File: src/rtl/pe_fwd_if.sv
// Bus bundle for one pe_fwd: load ports, run control, neighbour
// forwarding handshakes and the final-result strobe.
interface pe_fwd_if #(
    parameter int DATA_WIDTH = 16,
    parameter int INST_WIDTH = 14,
    parameter int ITER_WIDTH = 8
);
    logic                    inst_in_v;
    logic [INST_WIDTH-1:0]   inst_in;
    logic                    din_pe_v;
    logic [2*DATA_WIDTH-1:0] din_pe;
    logic                    start;
    logic [ITER_WIDTH-1:0]   iter_num;
    logic                    din_tx_v;
    logic [2*DATA_WIDTH-1:0] din_tx;
    logic                    din_tx_rdy;
    logic                    dout_tx_v;
    logic [2*DATA_WIDTH-1:0] dout_tx;
    logic                    dout_tx_rdy;
    logic                    dout_pe_v;
    logic [2*DATA_WIDTH-1:0] dout_pe;
    logic                    busy;

    // PE side
    modport slave (
        input  inst_in_v, inst_in, din_pe_v, din_pe, start, iter_num,
        input  din_tx_v, din_tx, dout_tx_rdy,
        output din_tx_rdy, dout_tx_v, dout_tx, dout_pe_v, dout_pe, busy
    );

    // Controller / neighbour side
    modport master (
        output inst_in_v, inst_in, din_pe_v, din_pe, start, iter_num,
        output din_tx_v, din_tx, dout_tx_rdy,
        input  din_tx_rdy, dout_tx_v, dout_tx, dout_pe_v, dout_pe, busy
    );
endinterface

File: src/rtl/pe_fwd.sv
// Processing element: local instruction memory, complex register file,
// single-cycle complex ALU (add/sub/Q-format multiply) and a stalling
// valid/ready forward to the next PE. Runs the loaded program iter_num times.
module pe_fwd #(
    parameter int DATA_WIDTH = 16,
    parameter int REG_NUM    = 16,
    parameter int INST_DEPTH = 16,
    parameter int ITER_WIDTH = 8
) (
    input logic       clk,
    input logic       rst_n,
    pe_fwd_if.slave   bus
);
    localparam int RA         = $clog2(REG_NUM);
    localparam int IA         = $clog2(INST_DEPTH);
    localparam int PA         = IA + 1;
    localparam int INST_WIDTH = 2 + 3 * RA;
    localparam int CW         = 2 * DATA_WIDTH;
    localparam int PW         = 2 * DATA_WIDTH + 1;
    localparam logic [PA-1:0] DEPTH_P = PA'(INST_DEPTH);

    typedef enum logic [1:0] {IDLE, RUN, XFER} state_t;
    typedef enum logic [1:0] {OP_CADD = 2'b00, OP_CSUB = 2'b01, OP_CMUL = 2'b10, OP_FWD = 2'b11} op_t;

    state_t state, state_nxt;

    logic [CW-1:0]         rf   [REG_NUM];
    logic [INST_WIDTH-1:0] imem [INST_DEPTH];

    logic [PA-1:0]         iptr, pc;
    logic [RA-1:0]         dptr;
    logic [ITER_WIDTH-1:0] iter_cnt, iter_lat;

    logic [INST_WIDTH-1:0] inst;
    op_t                   op;
    logic [RA-1:0]         rd, rs1, rs2;
    logic [CW-1:0]         src1, src2, alu_res, wr_data;
    logic                  pc_wrap, last;
    logic                  start_go, inst_we, data_we, alu_we, fwd_go, rx_we, retire;

    logic signed [DATA_WIDTH-1:0] ar, ai, br, bi;
    logic signed [PW-1:0]         xr, xi, yr, yi, pre, pim;
    logic [DATA_WIDTH-1:0]        mre, mim;

    assign inst    = imem[pc[IA-1:0]];
    assign op      = op_t'(inst[INST_WIDTH-1 -: 2]);
    assign rd      = inst[3*RA-1:2*RA];
    assign rs1     = inst[2*RA-1:RA];
    assign rs2     = inst[RA-1:0];
    assign src1    = rf[rs1];
    assign src2    = rf[rs2];
    assign pc_wrap = (pc == iptr - PA'(1));
    assign last    = pc_wrap && (iter_cnt == iter_lat - ITER_WIDTH'(1));
    assign wr_data = (state == XFER) ? bus.din_tx : alu_res;
    assign bus.busy = (state != IDLE);

    // Complex ALU: per-component wrapping add/sub, full-precision multiply
    // scaled back by DATA_WIDTH-1 with an arithmetic shift.
    always_comb begin
        ar  = src1[CW-1:DATA_WIDTH];
        ai  = src1[DATA_WIDTH-1:0];
        br  = src2[CW-1:DATA_WIDTH];
        bi  = src2[DATA_WIDTH-1:0];
        xr  = PW'(ar);
        xi  = PW'(ai);
        yr  = PW'(br);
        yi  = PW'(bi);
        pre = xr * yr - xi * yi;
        pim = xr * yi + xi * yr;
        mre = DATA_WIDTH'(pre >>> (DATA_WIDTH - 1));
        mim = DATA_WIDTH'(pim >>> (DATA_WIDTH - 1));
        case (op)
            OP_CADD: alu_res = {ar + br, ai + bi};
            OP_CSUB: alu_res = {ar - br, ai - bi};
            OP_CMUL: alu_res = {mre, mim};
            default: alu_res = src1;
        endcase
    end

    // State register
    always_ff @(posedge clk or negedge rst_n) begin
        if (!rst_n) state <= IDLE;
        else        state <= state_nxt;
    end

    // Next-state and per-cycle control strobes
    always_comb begin
        state_nxt = state;
        start_go  = 1'b0;
        inst_we   = 1'b0;
        data_we   = 1'b0;
        alu_we    = 1'b0;
        fwd_go    = 1'b0;
        rx_we     = 1'b0;
        retire    = 1'b0;
        case (state)
            IDLE: begin
                inst_we = bus.inst_in_v && (iptr != DEPTH_P);
                data_we = bus.din_pe_v;
                if (bus.start && (iptr != '0) && (bus.iter_num != '0)) begin
                    start_go  = 1'b1;
                    state_nxt = RUN;
                end
            end
            RUN: begin
                if (op == OP_FWD) begin
                    fwd_go    = 1'b1;
                    state_nxt = XFER;
                end else begin
                    alu_we = 1'b1;
                    retire = 1'b1;
                end
            end
            XFER: begin
                // Each side counts as done once its handshake has happened,
                // either earlier (flag already dropped) or on this edge.
                rx_we  = bus.din_tx_v && bus.din_tx_rdy;
                retire = (!bus.dout_tx_v || bus.dout_tx_rdy) &&
                         (!bus.din_tx_rdy || bus.din_tx_v);
            end
            default: state_nxt = IDLE;
        endcase
        if (retire) state_nxt = last ? IDLE : RUN;
    end

    // Pointers, iteration control, forwarding handshakes and result output
    always_ff @(posedge clk or negedge rst_n) begin
        if (!rst_n) begin
            iptr           <= '0;
            dptr           <= '0;
            pc             <= '0;
            iter_cnt       <= '0;
            iter_lat       <= '0;
            bus.dout_tx    <= '0;
            bus.dout_tx_v  <= 1'b0;
            bus.din_tx_rdy <= 1'b0;
            bus.dout_pe_v  <= 1'b0;
            bus.dout_pe    <= '0;
        end else begin
            bus.dout_pe_v <= 1'b0;
            if (inst_we) iptr <= iptr + PA'(1);
            if (data_we) dptr <= dptr + RA'(1);
            if ((state == IDLE) && bus.start) dptr <= '0;
            if (start_go) begin
                iter_lat <= bus.iter_num;
                iter_cnt <= '0;
                pc       <= '0;
            end
            if (fwd_go) begin
                bus.dout_tx    <= src1;
                bus.dout_tx_v  <= 1'b1;
                bus.din_tx_rdy <= 1'b1;
            end
            if (state == XFER) begin
                if (bus.dout_tx_v && bus.dout_tx_rdy) bus.dout_tx_v <= 1'b0;
                if (rx_we) bus.din_tx_rdy <= 1'b0;
            end
            if (retire) begin
                if (pc_wrap) begin
                    pc       <= '0;
                    iter_cnt <= iter_cnt + ITER_WIDTH'(1);
                end else begin
                    pc <= pc + PA'(1);
                end
                if (last) begin
                    bus.dout_pe_v <= 1'b1;
                    // R0 bypass when the retiring instruction targets R0
                    bus.dout_pe   <= (rd == '0) ? wr_data : rf[0];
                end
            end
        end
    end

    // Instruction memory and register file writes (contents survive reset)
    always_ff @(posedge clk) begin
        if (inst_we) imem[iptr[IA-1:0]] <= bus.inst_in;
        if (data_we)              rf[dptr] <= bus.din_pe;
        else if (alu_we || rx_we) rf[rd]   <= wr_data;
    end
endmodule

File: src/flat_wrapper.sv
// flat-port wrapper written by rule: the top's interface ports become plain ports
module pe_fwd_flat 
#(
    parameter int DATA_WIDTH = 16,
    parameter int REG_NUM    = 16,
    parameter int INST_DEPTH = 16,
    parameter int ITER_WIDTH = 8
)
  (clk, rst_n, bus_inst_in_v, bus_inst_in, bus_din_pe_v, bus_din_pe, bus_start, bus_iter_num, bus_din_tx_v, bus_din_tx, bus_dout_tx_rdy, bus_din_tx_rdy, bus_dout_tx_v, bus_dout_tx, bus_dout_pe_v, bus_dout_pe, bus_busy);
  pe_fwd_if #(.DATA_WIDTH(DATA_WIDTH), .INST_WIDTH((14)), .ITER_WIDTH(ITER_WIDTH)) bus_i ();
  input logic clk;
  input logic rst_n;
  input wire logic [$bits(bus_i.inst_in_v)-1:0] bus_inst_in_v;
  input wire logic [$bits(bus_i.inst_in)-1:0] bus_inst_in;
  input wire logic [$bits(bus_i.din_pe_v)-1:0] bus_din_pe_v;
  input wire logic [$bits(bus_i.din_pe)-1:0] bus_din_pe;
  input wire logic [$bits(bus_i.start)-1:0] bus_start;
  input wire logic [$bits(bus_i.iter_num)-1:0] bus_iter_num;
  input wire logic [$bits(bus_i.din_tx_v)-1:0] bus_din_tx_v;
  input wire logic [$bits(bus_i.din_tx)-1:0] bus_din_tx;
  input wire logic [$bits(bus_i.dout_tx_rdy)-1:0] bus_dout_tx_rdy;
  output wire logic [$bits(bus_i.din_tx_rdy)-1:0] bus_din_tx_rdy;
  output wire logic [$bits(bus_i.dout_tx_v)-1:0] bus_dout_tx_v;
  output wire logic [$bits(bus_i.dout_tx)-1:0] bus_dout_tx;
  output wire logic [$bits(bus_i.dout_pe_v)-1:0] bus_dout_pe_v;
  output wire logic [$bits(bus_i.dout_pe)-1:0] bus_dout_pe;
  output wire logic [$bits(bus_i.busy)-1:0] bus_busy;
  assign bus_i.inst_in_v = bus_inst_in_v;
  assign bus_i.inst_in = bus_inst_in;
  assign bus_i.din_pe_v = bus_din_pe_v;
  assign bus_i.din_pe = bus_din_pe;
  assign bus_i.start = bus_start;
  assign bus_i.iter_num = bus_iter_num;
  assign bus_i.din_tx_v = bus_din_tx_v;
  assign bus_i.din_tx = bus_din_tx;
  assign bus_i.dout_tx_rdy = bus_dout_tx_rdy;
  assign bus_din_tx_rdy = bus_i.din_tx_rdy;
  assign bus_dout_tx_v = bus_i.dout_tx_v;
  assign bus_dout_tx = bus_i.dout_tx;
  assign bus_dout_pe_v = bus_i.dout_pe_v;
  assign bus_dout_pe = bus_i.dout_pe;
  assign bus_busy = bus_i.busy;
  pe_fwd #(.DATA_WIDTH(DATA_WIDTH), .REG_NUM(REG_NUM), .INST_DEPTH(INST_DEPTH), .ITER_WIDTH(ITER_WIDTH)) u_core (.clk(clk), .rst_n(rst_n), .bus(bus_i));
endmodule
File: config.mk
export PLATFORM = sky130hd
export DESIGN_NAME = pe_fwd_flat
export DESIGN_NICKNAME = d
export VERILOG_FILES = /design/src/rtl/pe_fwd_if.sv /design/src/rtl/pe_fwd.sv /design/src/flat_wrapper.sv
export SDC_FILE = /design/constraint.sdc
export NUM_CORES = 2
export LEC_CHECK = 0
export BUFFER_PORTS_ARGS = -buffer_cell sky130_fd_sc_hd__buf_2
export CORE_UTILIZATION = 40
export DETAILED_ROUTE_END_ITERATION = 7
export HOLD_SLACK_MARGIN = 0.06
export SETUP_SLACK_MARGIN = 0.3
export SYNTH_ARGS = -nofsm -noshare
export SYNTH_HDL_FRONTEND = slang
export SYNTH_SLANG_ARGS = --single-unit
File: constraint.sdc
create_clock -name clk -period 12.7 [get_ports clk]
set_clock_uncertainty 0.2 [all_clocks]
set_input_delay 0.635 -clock clk [delete_from_list [all_inputs] [get_ports clk]]
set_output_delay 0.635 -clock clk [all_outputs]
set_load 0.005 [all_outputs]
=== Word level (Yosys, flattened, before mapping) ===
Memory sizes are Yosys's and may differ from the RTL's.
Index checks and enable logic that the tools add are counted.

* Flip-flop bits (word level): 99
* Latch bits: 0
* Memory bits (writable): 736
* Bits in read-only memories: 0
* Word-level logic and storage cells: 108
* Memories kept: 2

* Add/subtract/negate cells: 12
* Multipliers: 4
* Div/mod/pow operators: 0
* $lt $le $gt $ge: 0
* Equal/unequal tests: 11
* Shifts and indexed selects: 0
* Mux-type cells: 44
* Bitwise operators: 0
* Reductions and logical operators: 24

{| class="wikitable"
|+ Memories
! name !! depth !! width !! rd ports !! clocked after memory_dff !! wr ports !! line !! text
|-
| u_core.rf || 16 || 32 || 3 || 0 || 1 || pe_fwd.sv:27 || <nowiki>logic [CW-1:0] rf [REG_NUM];</nowiki>
|-
| u_core.imem || 16 || 14 || 1 || 0 || 1 || pe_fwd.sv:28 || <nowiki>logic [INST_WIDTH-1:0] imem [INST_DEPTH];</nowiki>
|}

{| class="wikitable"
|+ Operators by type and width
! kind !! number
|-
| multiplier 16 x 16 -> 31 bit || 4
|-
| two-way mux 32 bit || 3
|-
| one-hot mux 32 bit (3 select lines) || 1
|-
| adder 16 bit || 2
|-
| OR reduction 32 bit || 1
|-
| subtractor 16 bit || 2
|-
| adder 31 bit || 1
|-
| subtractor 31 bit || 1
|-
| two-way mux 1 bit || 26
|-
| two-way mux 8 bit || 3
|-
| two-way mux 5 bit || 3
|-
| two-way mux 4 bit || 3
|-
| adder 5 x 1 -> 5 bit, second input constant || 2
|-
| adder 8 x 1 -> 8 bit, second input constant || 1
|-
| == test 8 bit || 1
|-
| logical AND 1 bit || 8
|-
| nonzero test 8 bit || 1
|-
| subtractor 8 x 1 -> 8 bit, second input constant || 1
|-
| == test 2 bit, second input constant || 3
|-
| two-way mux 2 bit || 3
|-
| inequality test 3 x 1 -> 1 bit, second input constant || 2
|-
| one-hot mux 2 bit (3 select lines) || 1
|-
| nonzero test 2 bit || 3
|-
| == test 5 bit || 1
|-
| other kinds (13) || 18
|}

=== Longest topological paths before layout ===
An unclocked memory read counts as a cell.

* Depth in word-level cells: 10
* Depth in mapped cells: 48
* Mapped depth without buffers: 39

=== Least setup slack after synthesis ===
Ideal clock, no wire load.

* Path type: register to register
* Start: register u_core.pc[0]
* End: memory u_core.rf[0][31] (netlist bit) (data pin)
* Library setup time: 341 ps
* Arrival time: 11,308 ps
* Slack: 851 ps
* Stages on the path, launching flop included: 45
* Path buffers: 8
* Period minus slack after synthesis: 11,849 ps
* Cells stage by stage: dfrtp_1 > buf_6 > buf_6 > buf_4 > mux4_2 > mux2i_1 > mux2_2 > buf_4 > buf_4 > buf_4 > buf_2 > mux4_2 > mux2i_1 > mux2_2 > clkinv_1 > buf_2 > nand2_1 > fa_1 > (+9 left out) > inv_1 > fa_1 > inv_1 > ha_1 > a21oi_1 > o221ai_1 > a21oi_1 > o21ai_0 > a21oi_1 > o21ai_0 > o311ai_0 > a21oi_1 > o41a_1 > a21oi_1 > xnor2_1 > nor2_1 > a211oi_2 > o31ai_1

* Elaborated cells between the ends (all ways): 21

{| class="wikitable"
|+ RTL lines
! what !! line !! text
|-
| from (decl) || pe_fwd.sv:30 || <nowiki>logic [PA-1:0] iptr, pc;</nowiki>
|-
| from (signal assigned) || pe_fwd.sv:163 || <nowiki>pc <= pc + PA'(1);</nowiki>
|-
| memory read (16 x 14 bit) * || - ||
|-
| memory read (16 x 32 bit) * || - ||
|-
| named net u_core.src1[23] || pe_fwd.sv:37 || <nowiki>logic [CW-1:0] src1, src2, alu_res, wr_data;</nowiki>
|-
| multiplier 16 x 16 -> 31 bit || pe_fwd.sv:68 || <nowiki>pre = xr * yr - xi * yi;</nowiki>
|-
| subtractor 31 bit || pe_fwd.sv:68 ||
|-
| one-hot mux 32 bit (3 select lines) * || pe_fwd.sv:72 || <nowiki>case (op)</nowiki>
|-
| two-way mux 32 bit * || pe_fwd.sv:54 || <nowiki>assign wr_data = (state == XFER) ? bus.din_tx : alu_res;</nowiki>
|-
| two-way mux 32 bit (no line) * || - ||
|-
| to (decl) || pe_fwd.sv:27 ||
|}

The timed path passes the listed nets; every way through them passes the cells marked *.

=== Worst setup path after layout ===
* Start: register u_core.pc[0]
* End: memory u_core.rf[2][22] (netlist bit) (data pin)

* Word-level cells in the longest chain between the ends: 10
* Elaborated cells between the ends (all ways): 21

{| class="wikitable"
|+ RTL lines
! what
|-
| memory read (16 x 14 bit) *
|-
| parallel branches: the longest is 8 deep, another holds memory read (16 x 32 bit)
|-
| two-way mux 32 bit (no line) *
|}

Every way passes the cells marked *.

==> flow_summary.ini <==
[floorplan]
die_x_um = 446
die_height_um = 446
rows = 162
io_pins = 161
initial_core_util_pct = 40.4
die-area_mm2 = 0.199
coreArea_mm2 = 0.195

[finish]
final_nets = 9058
drive_gt1_share_pct = 14.8
final_common_cell = inv_1
area_growth_pct = 12.9
fin_cells = 10200
final_cell_mix = 1331 x inv_1, 1121 x fa_1, 994 x nand2_1
stdcell_area_mm2 = 0.0890

[clock_tree]
cts.clk_slew.worst_paths_ns = 0.07
cts_buffers = 85
worstSkewPairLatency_ns = 0.72
ctsRootBufferMaster = clkbuf_16
clock_sinks = 835
h-tree-depth = 3
cts_tree = yes
clock_path_buffers = 3

[sta]
rsz0062_at_grt = false
max-slew-margin-rel_pct = 6.60
slew_violations = 0
fmax_mhz = 82.0
min_period_over_period_pct = 96.0
worst_hold_slack_ns = 0.103
tightest_slew_ns = 1.39
min_period_ns = 12.20
finalHoldViolCount = 0
setup_viol = 0

[worst_setup_path]
crit_path_start_kind = register
required_ns = 12.92
cpPeakStageDelay_ns = 0.58
startpoint = u_core.pc[0]$_DFFE_PN0P_
slowest_stage = fa_1
worstPathMaxFanout = 34
end_kind = register
timing.rr.start = u_core.pc[0]$_DFFE_PN0P_
crit_type = register to register
cp_common_cell = fa_1
worstPathArrival_ns = 12.42

[synth]
synth-edff-count = 736
synthCells = 7161
ys.flop_type = edfxtp_1
ys_seq_area_share_pct = 31.2
synthesis.area_mm2 = 0.0789
ys_types = 94
ys_ff_latch = 835
yosysWarningCount = 0
syn_nets = 8714
avgSynthCellArea_um2 = 11.0
async_reset_ff_share_pct = 11.9

[global_routing]
grt_pass1_vias = 59900
grt_pass1_wl_um = 413000
grt-ovfl-total = 0
grtUsageTotal_pct = 29.0
antenna_found_initial = 26
grt_max_degree = 117

[min_path]
hp-start = bus_inst_in[8]
hold_class = input port to register

[route]
postRouteAntennaNets = 0
wl_um = 285000
route.detailed.drc = 0
viasPerCell = 5.60
initialDrtViolationCount = 5998
wire_per_inst_um = 28.0
drt_pass1_iterations = 6
dr_total_vias = 57100

[placed_design]
routabilityCongestion = 0.987
dp_cells = 9981
port-buffer-count = 160
place_area_mm2 = 0.0853
dp_hpwl_um = 212000

[status]
outcome = completed

[flow_run]
maxCapViolations = 0
-- metrics by stage --
step	setup TNS, ns	util (%)	setup WS, ns
after floorplan	0	-	0.851
after global placement	-6.73	43.6	-0.182
after detailed placement	-8.55	43.6	-0.284
after CTS	0	45.3	0.342
after global routing	0	45.6	0.312
final	0	45.6	0.504
-- Yosys cell counts (8+ instances only) --
master    instances  area share [%]
nor2b_1          35            0.28
a211oi_1         38            0.36
mux4_2          194             5.5
a221oi_1          9            0.10
a21o_1           29            0.28
o311ai_0          9            0.10
and3_1           43            0.34
and2_1           78            0.62
o22ai_1           8           0.063
a31oi_1          48            0.38
nand2_1         998             4.7
clkinv_1         10           0.048
nand2b_1         85            0.67
inv_1          1339             6.4
o221ai_1          9            0.10
a311oi_1         38            0.42
a21oi_1         126            0.80
mux2_2           53            0.76
a32oi_1           9            0.10
o21ai_1          13           0.082
xor2_1           42            0.47
edfxtp_1        736              28
nor2_1          501             2.4
nand4_1          10           0.079
xnor2_1         118             1.3
fa_1           1121              28
mux2i_1         212             2.7
buf_4            33            0.31
buf_6            16            0.23
clkbuf_1        221             1.1
nor3_1           36            0.23
o31ai_1          14            0.13
buf_2            78            0.49
buf_1            30            0.14
nor4_1           10           0.079
o21ai_0         145            0.92
nor3b_1          12            0.11
dfrtp_1          99             3.1
nand3_1          66            0.42
o211ai_1         14            0.13
ha_1            339             5.4
-- routing by layer --
| layer | vias up | wire length [µm] | GRT usage (%) |
|---|---|---|---|
| met3 | 824 | 28000 | 6.41 |
| met5 | - | 126 | 0 |
| met2 | 3073 | 130000 | 45.8 |
| met1 | 29400 | 107000 | 36.6 |
| li1 | 23800 | - | - |
| met4 | 18 | 20600 | 16.8 |
-- worst max-delay path: cells and delay by family (launching register included) --
kind            cells  cell delay (ns)
simple gates        2             0.18
fa+ha+maj           9             4.43
buf+inv            14             2.77
compound gates      7             1.50
flops               1             0.46
mux                 6             2.09
xor+xnor            1             0.21
-- cell type report --
cell class / instances / area [µm²]
inverters: 1356 / 5120
clock buffers: 105 / 2230
diodes: 5 / 12.5
well taps: 2624 / 3280
flip-flops and latches: 835 / 24600
clock inverters: 48 / 678
multi-input cells: 4596 / 48100
fillers: 18300 / 106000
repair buffers: 631 / 5020
-- logic make-up after synthesis --
logic type / after synthesis / share of synthesized area (%)
adder cells (fa/ha/maj): 1460 / 33.8
AO/OA/AOI/OAI: 607 / 5.19
multiplexers: 464 / 9.10
flip-flops: 835 / 31.2
buffers and inverters: 1734 / 8.68
AND/OR/NAND/NOR: 1901 / 10.3
XOR/XNOR: 160 / 1.78
-- registers in the layout, summed over array words and instances, names as in the netlist --
register,flops
u_core.iptr,5
u_core.state,2
u_core.bus.dout_tx,32
u_core.rf,512
u_core.bus.dout_pe_v,1
u_core.iter_cnt,8
u_core.bus.din_tx_rdy,1
u_core.bus.dout_pe,32
u_core.imem,224
u_core.dptr,4
u_core.iter_lat,8
u_core.pc,5
u_core.bus.dout_tx_v,1
-- timing repair --
item                       CTS  global route
gates cloned                 1             3
buffers inserted            10            33
resized for setup           15            34
setup endpoints to repair  294           347
hold buffers                14             0
hold endpoints to repair    74             0
pin swaps                    4             4
-- path summary, 6_finish.rpt --
kind                                                          end  slack (ns)  cells after the start
min in group asynchronous       u_core.bus.dout_tx[1]$_DFFE_PN0P_        0.35                      2
max in group asynchronous                u_core.pc[1]$_DFFE_PN0P_       10.67                      3
worst min-delay path                  u_core.imem[9][8]$_DFFE_PP_        0.10                      1
worst min register to register  u_core.bus.dout_tx[1]$_DFFE_PN0P_        0.27                      2
worst max-delay path                   u_core.rf[2][22]$_DFFE_PP_        0.50                     39
worst max register to register         u_core.rf[2][22]$_DFFE_PP_        0.50                     39
Power is left out: the tool's default activity adds up to more than one toggle a clock period on the data nets, which glitch-free logic cannot reach.
